File: src/rtl/bnn_filter_scheduler.sv
// bnn_filter_scheduler: time-multiplexes one binary neuron (XNOR + popcount + threshold)
// across NUM_FILTERS filters. One window is accepted, evaluated against every filter,
// one filter per clock, and the packed result vector is handed downstream.
// The per-filter weight/threshold registers are written through a small config port.
module bnn_filter_scheduler #(
  parameter  int KERNEL_LEN      = 3,
  parameter  int NUM_FILTERS     = 4,
  localparam int KERNEL_SIZE     = KERNEL_LEN * KERNEL_LEN,
  localparam int THRESHOLD_WIDTH = $clog2(KERNEL_SIZE + 1),
  localparam int FIDX_W          = $clog2(NUM_FILTERS)
) (
  input  logic                       clk,
  input  logic                       rst,
  input  logic                       cfg_we_i,
  input  logic [FIDX_W-1:0]          cfg_idx_i,
  input  logic [KERNEL_SIZE-1:0]     cfg_weight_i,
  input  logic [THRESHOLD_WIDTH-1:0] cfg_threshold_i,
  output logic                       cfg_ready_o,
  input  logic                       win_valid_i,
  input  logic [KERNEL_SIZE-1:0]     win_data_i,
  output logic                       win_ready_o,
  output logic                       out_valid_o,
  output logic [NUM_FILTERS-1:0]     out_data_o,
  input  logic                       out_ready_i,
  output logic                       busy_o
);

  typedef enum logic [1:0] {
    IDLE = 2'd0,
    RUN  = 2'd1,
    DONE = 2'd2
  } state_t;

  state_t                     state_q, state_d;
  logic [FIDX_W-1:0]          idx_q, idx_d;
  logic [KERNEL_SIZE-1:0]     win_q;
  logic [NUM_FILTERS-1:0]     out_data_q;

  // Register file: reset value makes every filter output 0 until configured
  // (all-ones threshold exceeds the largest possible popcount).
  logic [KERNEL_SIZE-1:0]     weight_q    [NUM_FILTERS];
  logic [THRESHOLD_WIDTH-1:0] threshold_q [NUM_FILTERS];

  logic                       cfg_wr;
  logic [KERNEL_SIZE-1:0]     match_bits;
  logic [THRESHOLD_WIDTH-1:0] popcnt;
  logic                       neuron_out;

  // Handshake outputs decode straight from the registered state.
  assign win_ready_o = (state_q == IDLE);
  assign cfg_ready_o = (state_q == IDLE);
  assign out_valid_o = (state_q == DONE);
  assign busy_o      = (state_q != IDLE);
  assign out_data_o  = out_data_q;

  // Writes only land while idle so a window under evaluation never sees a mix of
  // old and new filter values; out-of-range slots are dropped.
  assign cfg_wr = cfg_we_i && cfg_ready_o && (int'(cfg_idx_i) < NUM_FILTERS);

  // Shared neuron: XNOR the latched window with the current filter, count agreements,
  // compare unsigned against that filter's threshold.
  always_comb begin
    match_bits = ~(win_q ^ weight_q[idx_q]);
    popcnt     = '0;
    for (int i = 0; i < KERNEL_SIZE; i++) begin
      popcnt = popcnt + THRESHOLD_WIDTH'(match_bits[i]);
    end
    neuron_out = (popcnt >= threshold_q[idx_q]);
  end

  // One register slot per filter, each loaded when the config port addresses it.
  for (genvar gi = 0; gi < NUM_FILTERS; gi++) begin : g_regfile
    always_ff @(posedge clk or posedge rst) begin
      if (rst) begin
        weight_q[gi]    <= '0;
        threshold_q[gi] <= '1;
      end else if (cfg_wr && (cfg_idx_i == FIDX_W'(gi))) begin
        weight_q[gi]    <= cfg_weight_i;
        threshold_q[gi] <= cfg_threshold_i;
      end
    end
  end

  // State and filter index registers.
  always_ff @(posedge clk or posedge rst) begin
    if (rst) begin
      state_q <= IDLE;
      idx_q   <= '0;
    end else begin
      state_q <= state_d;
      idx_q   <= idx_d;
    end
  end

  // Next-state logic: accept in IDLE, walk all filters in RUN, hold result in DONE.
  always_comb begin
    state_d = state_q;
    idx_d   = idx_q;
    case (state_q)
      IDLE: begin
        if (win_valid_i) begin
          state_d = RUN;
          idx_d   = '0;
        end
      end
      RUN: begin
        if (idx_q == FIDX_W'(NUM_FILTERS - 1)) begin
          idx_d   = '0;
          state_d = DONE;
        end else begin
          idx_d = idx_q + FIDX_W'(1);
        end
      end
      DONE: begin
        if (out_ready_i) begin
          state_d = IDLE;
        end
      end
      default: begin
        state_d = IDLE;
        idx_d   = '0;
      end
    endcase
  end

  // Window latch and result accumulation; the result register is untouched in DONE,
  // which keeps out_data stable while the consumer stalls.
  always_ff @(posedge clk or posedge rst) begin
    if (rst) begin
      win_q      <= '0;
      out_data_q <= '0;
    end else begin
      case (state_q)
        IDLE: begin
          if (win_valid_i) begin
            win_q      <= win_data_i;
            out_data_q <= '0;
          end
        end
        RUN: out_data_q[idx_q] <= neuron_out;
        default: ;
      endcase
    end
  end

endmodule
File: config.mk
export PLATFORM = sky130hd
export DESIGN_NAME = bnn_filter_scheduler
export DESIGN_NICKNAME = d
export VERILOG_FILES = /design/src/rtl/bnn_filter_scheduler.sv
export SDC_FILE = /design/constraint.sdc
export NUM_CORES = 1
export LEC_CHECK = 0
export ABC_AREA = 1
export ABC_CLOCK_PERIOD_IN_PS = 4700
export CAP_MARGIN = 10
export CORE_AREA = 2 2 94 96
export DETAILED_ROUTE_END_ITERATION = 12
export DIE_AREA = 0 0 96 98
export SKIP_CTS_REPAIR_TIMING = 1
export SLEW_MARGIN = 30
export SYNTH_ARGS = -nofsm -noshare
export SYNTH_HDL_FRONTEND = slang
export SYNTH_SLANG_ARGS = --single-unit
File: constraint.sdc
create_clock -name clk -period 4.7 [get_ports clk]
set_input_delay 1.41 -clock clk [delete_from_list [all_inputs] [get_ports clk]]
set_output_delay 1.41 -clock clk [all_outputs]
set_load 0.05 [all_outputs]
==> results.py <==
metrics = {
    "outcome": {
        "status": "finished, final reports clean",
    },
    "cells_and_area": {
        "ff_latch_area_um2": 1750,
        "instances_no_fill": 573,
        "final_area_um2": 4240,
        "nNetsFinal": 504,
        "drive_above_1_share_pct": 12.7,
        "area_delta_synth_final_pct": 16.9,
        "fillers": 823,
        "diodes": 0,
        "multi_input_area_um2": 1570,
    },
    "route": {
        "totalWireLength_um": 8040,
        "drtIter0Drc": 179,
        "routedWlPerCell_um": 14.0,
        "drcViolationCount": 0,
        "ant_nets": 0,
        "viasPerCell": 4.93,
        "dr.pass1.iters": 4,
        "route.vias.total": 2827,
    },
    "placed_design": {
        "dp_hpwl_um": 5480,
        "dpl.cell_count": 557,
        "place_ws_ns": 0.195,
        "place.gp.congestion": 0.827,
        "place_area_um2": 4040,
        "port_buffers": 36,
    },
    "synthesis": {
        "ys_seq_area_share_pct": 48.2,
        "synthesis.area_um2": 3630,
        "synth_seq_cells": 69,
        "ys_types": 25,
        "syn_avg_cell_area_um2": 8.57,
        "synthesis.nets": 467,
        "synth_warnings": 0,
        "netlist_instances": 423,
    },
    "sta": {
        "clock.fmax_mhz": 228,
        "fin_crit_sh_pct": 93.4,
        "fin_crit_ns": 4.39,
        "hold_violations": 0,
        "rsz0062_at_grt": "false",
        "skew_ns": 0.0102,
        "fin_tns_setup_ns": 0,
        "setup_ws_ns": 0.309,
        "setup_viol": 0,
        "tightest_slew_ns": 0.728,
        "drv_slew": 0,
        "slew_headroom_pct": 51.3,
    },
    "critical_path": {
        "crit_top_cell": "nand2_1",
        "critPathLaunchType": "register",
        "crit_fanout": 14,
        "cp_data_required_time_ns": 4.93,
        "arrival_ns": 4.62,
        "endpoint_kind": "register",
        "cpMaxStageDelayCell": "fa_1",
        "crit_chain": "buf_4 -> nand2_1 -> nand3_1 -> nand3_1 -> nand2_1 -> fa_1 -> inv_1 -> fa_1 -> inv_1 -> fa_1 -> fa_1 -> inv_1 -> fa_1 -> inv_1 -> ha_1 -> nand2_1 -> nand2_1 -> nand2_1 -> nand3_2 -> nand2_1 -> nand2_1",
        "cpPeakStageDelay_ns": 0.54,
        "path_class": "reg2reg",
        "reg2regPathDepth": 21,
    },
    "grt": {
        "gr-usage-met1_pct": 27.4,
        "antenna_found_initial": 0,
        "grt_pass1_vias": 2744,
        "busiest_layer": "met2",
        "grt_max_degree": 70,
        "grt_use_total_pct": 19.0,
        "use_met2_pct": 28.2,
        "grt_overflow": 0,
        "grtUsageMet3_pct": 3.86,
        "grt_pass1_wl_um": 13800,
    },
    "die": {
        "io_pins": 37,
        "fp.dieW_um": 96,
        "core_area_um2": 8470,
        "die_area_um2": 9410,
        "die_y_um": 98,
        "start_util_pct": 42.8,
        "row_count": 34,
    },
    "run": {
        "cap_violations": 0,
    },
    "clocking": {
        "cts_sinks": 69,
        "clkSlewWorstSetupHoldPaths_ns": 0.08,
        "root_buffer": "clkbuf_8",
        "numCtsBuffers": 9,
        "cts_tree": "built",
        "htree_levels": 3,
        "cts_buffer_depth": 2,
        "clk_latency_ns": 0.34,
    },
    "hold_path": {
        "hold_class": "reg2reg",
        "worstHoldPathCells": 2,
    },
}
## placed cells by master (no fill, tap or decap), types with 8 or more instances in the layout
master / instances
nand2_1: 136
nor2_1: 22
clkbuf_8: 12
o21ai_0: 11
inv_1: 40
buf_4: 8
o21ai_2: 10
nand3_1: 31
clkdlybuf4s50_1: 36
a21oi_1: 8
dfstp_2: 16
dfrtp_1: 53
ha_1: 10
o21ai_1: 42
## sequential cells by signal (all words and copies together), names as in the netlist
| register | count |
|---|---|
| win_q | 9 |
| idx_q | 2 |
| threshold_q | 16 |
| weight_q | 36 |
| out_data_o | 4 |
| state_q | 2 |
## cells by family after synthesis
logic type      synth area share [%]
simple gates                    24.3
compound gates                  12.6
flops                           48.2
buf+inv                         8.56
fa+ha+maj                       6.21
xor+xnor                       0.242
## cell usage after synthesis (all sizes together)
cell | n | area share [%]
inv | 42 | 4.3
o211ai | 3 | 0.62
o22a | 3 | 0.72
nor2 | 23 | 2.8
xnor2 | 1 | 0.24
o22ai | 1 | 0.17
nand2 | 136 | 14
fa | 5 | 2.8
buf | 17 | 4.0
dfstp | 16 | 12
nand4 | 5 | 2.5
o31ai | 1 | 0.21
o21ai | 63 | 9.7
nand3 | 32 | 4.4
nand3b | 2 | 0.41
dfrtp | 53 | 37
ha | 10 | 3.5
a21oi | 8 | 1.1
clkbuf | 2 | 0.21
## final timing paths
check / start / endpoint / slack [ns]
worst min register to register: threshold_q[6] / threshold_q[6] / 0.48
worst max register to register: idx_q[0] / out_data_o[2] / 0.31
worst min-delay path: threshold_q[6] / threshold_q[6] / 0.48
max in group asynchronous: rst / win_q[1] / 2.73
min in group asynchronous: rst / win_q[5] / 1.52
worst max-delay path: idx_q[0] / out_data_o[2] / 0.31
## per-stage QoR
| step | hold slack [ns] | util, % |
|---|---|---|
| final | 0.477 | 50.1 |
| after global routing | 0.497 | 50.1 |
| after CTS | 0.476 | 50.0 |
| after detailed placement | 0.464 | 47.7 |
| after global placement | 0.462 | 47.7 |
| after floorplan | 0.448 | - |
## critical path: cells and delay by family, from the launching register on
kind / cells / cell delay (ns)
adders and majority gates: 6 / 2.67
DFF: 1 / 0.39
and+or+nand+nor: 10 / 0.75
buffers and inverters: 5 / 0.46
## per-layer routing
| metal | vias up | wire length, um |
|---|---|---|
| met5 | - | 0 |
| met4 | 0 | 150 |
| met3 | 11 | 328 |
| met2 | 66 | 3530 |
| met1 | 1310 | 4030 |
| li1 | 1440 | - |
## area by class of cell
type	count	share of cell area (%)
tap	108	3.19
inverter	42	3.72
clock inverter	4	0.708
sequential	69	41.2
multi-input combinational	293	37.1
clock buffer	12	3.89
timing repair buffer	45	10.2
Power is not shown: default switching activity piles up to over one toggle a cycle in this logic, so the estimate is an artifact.
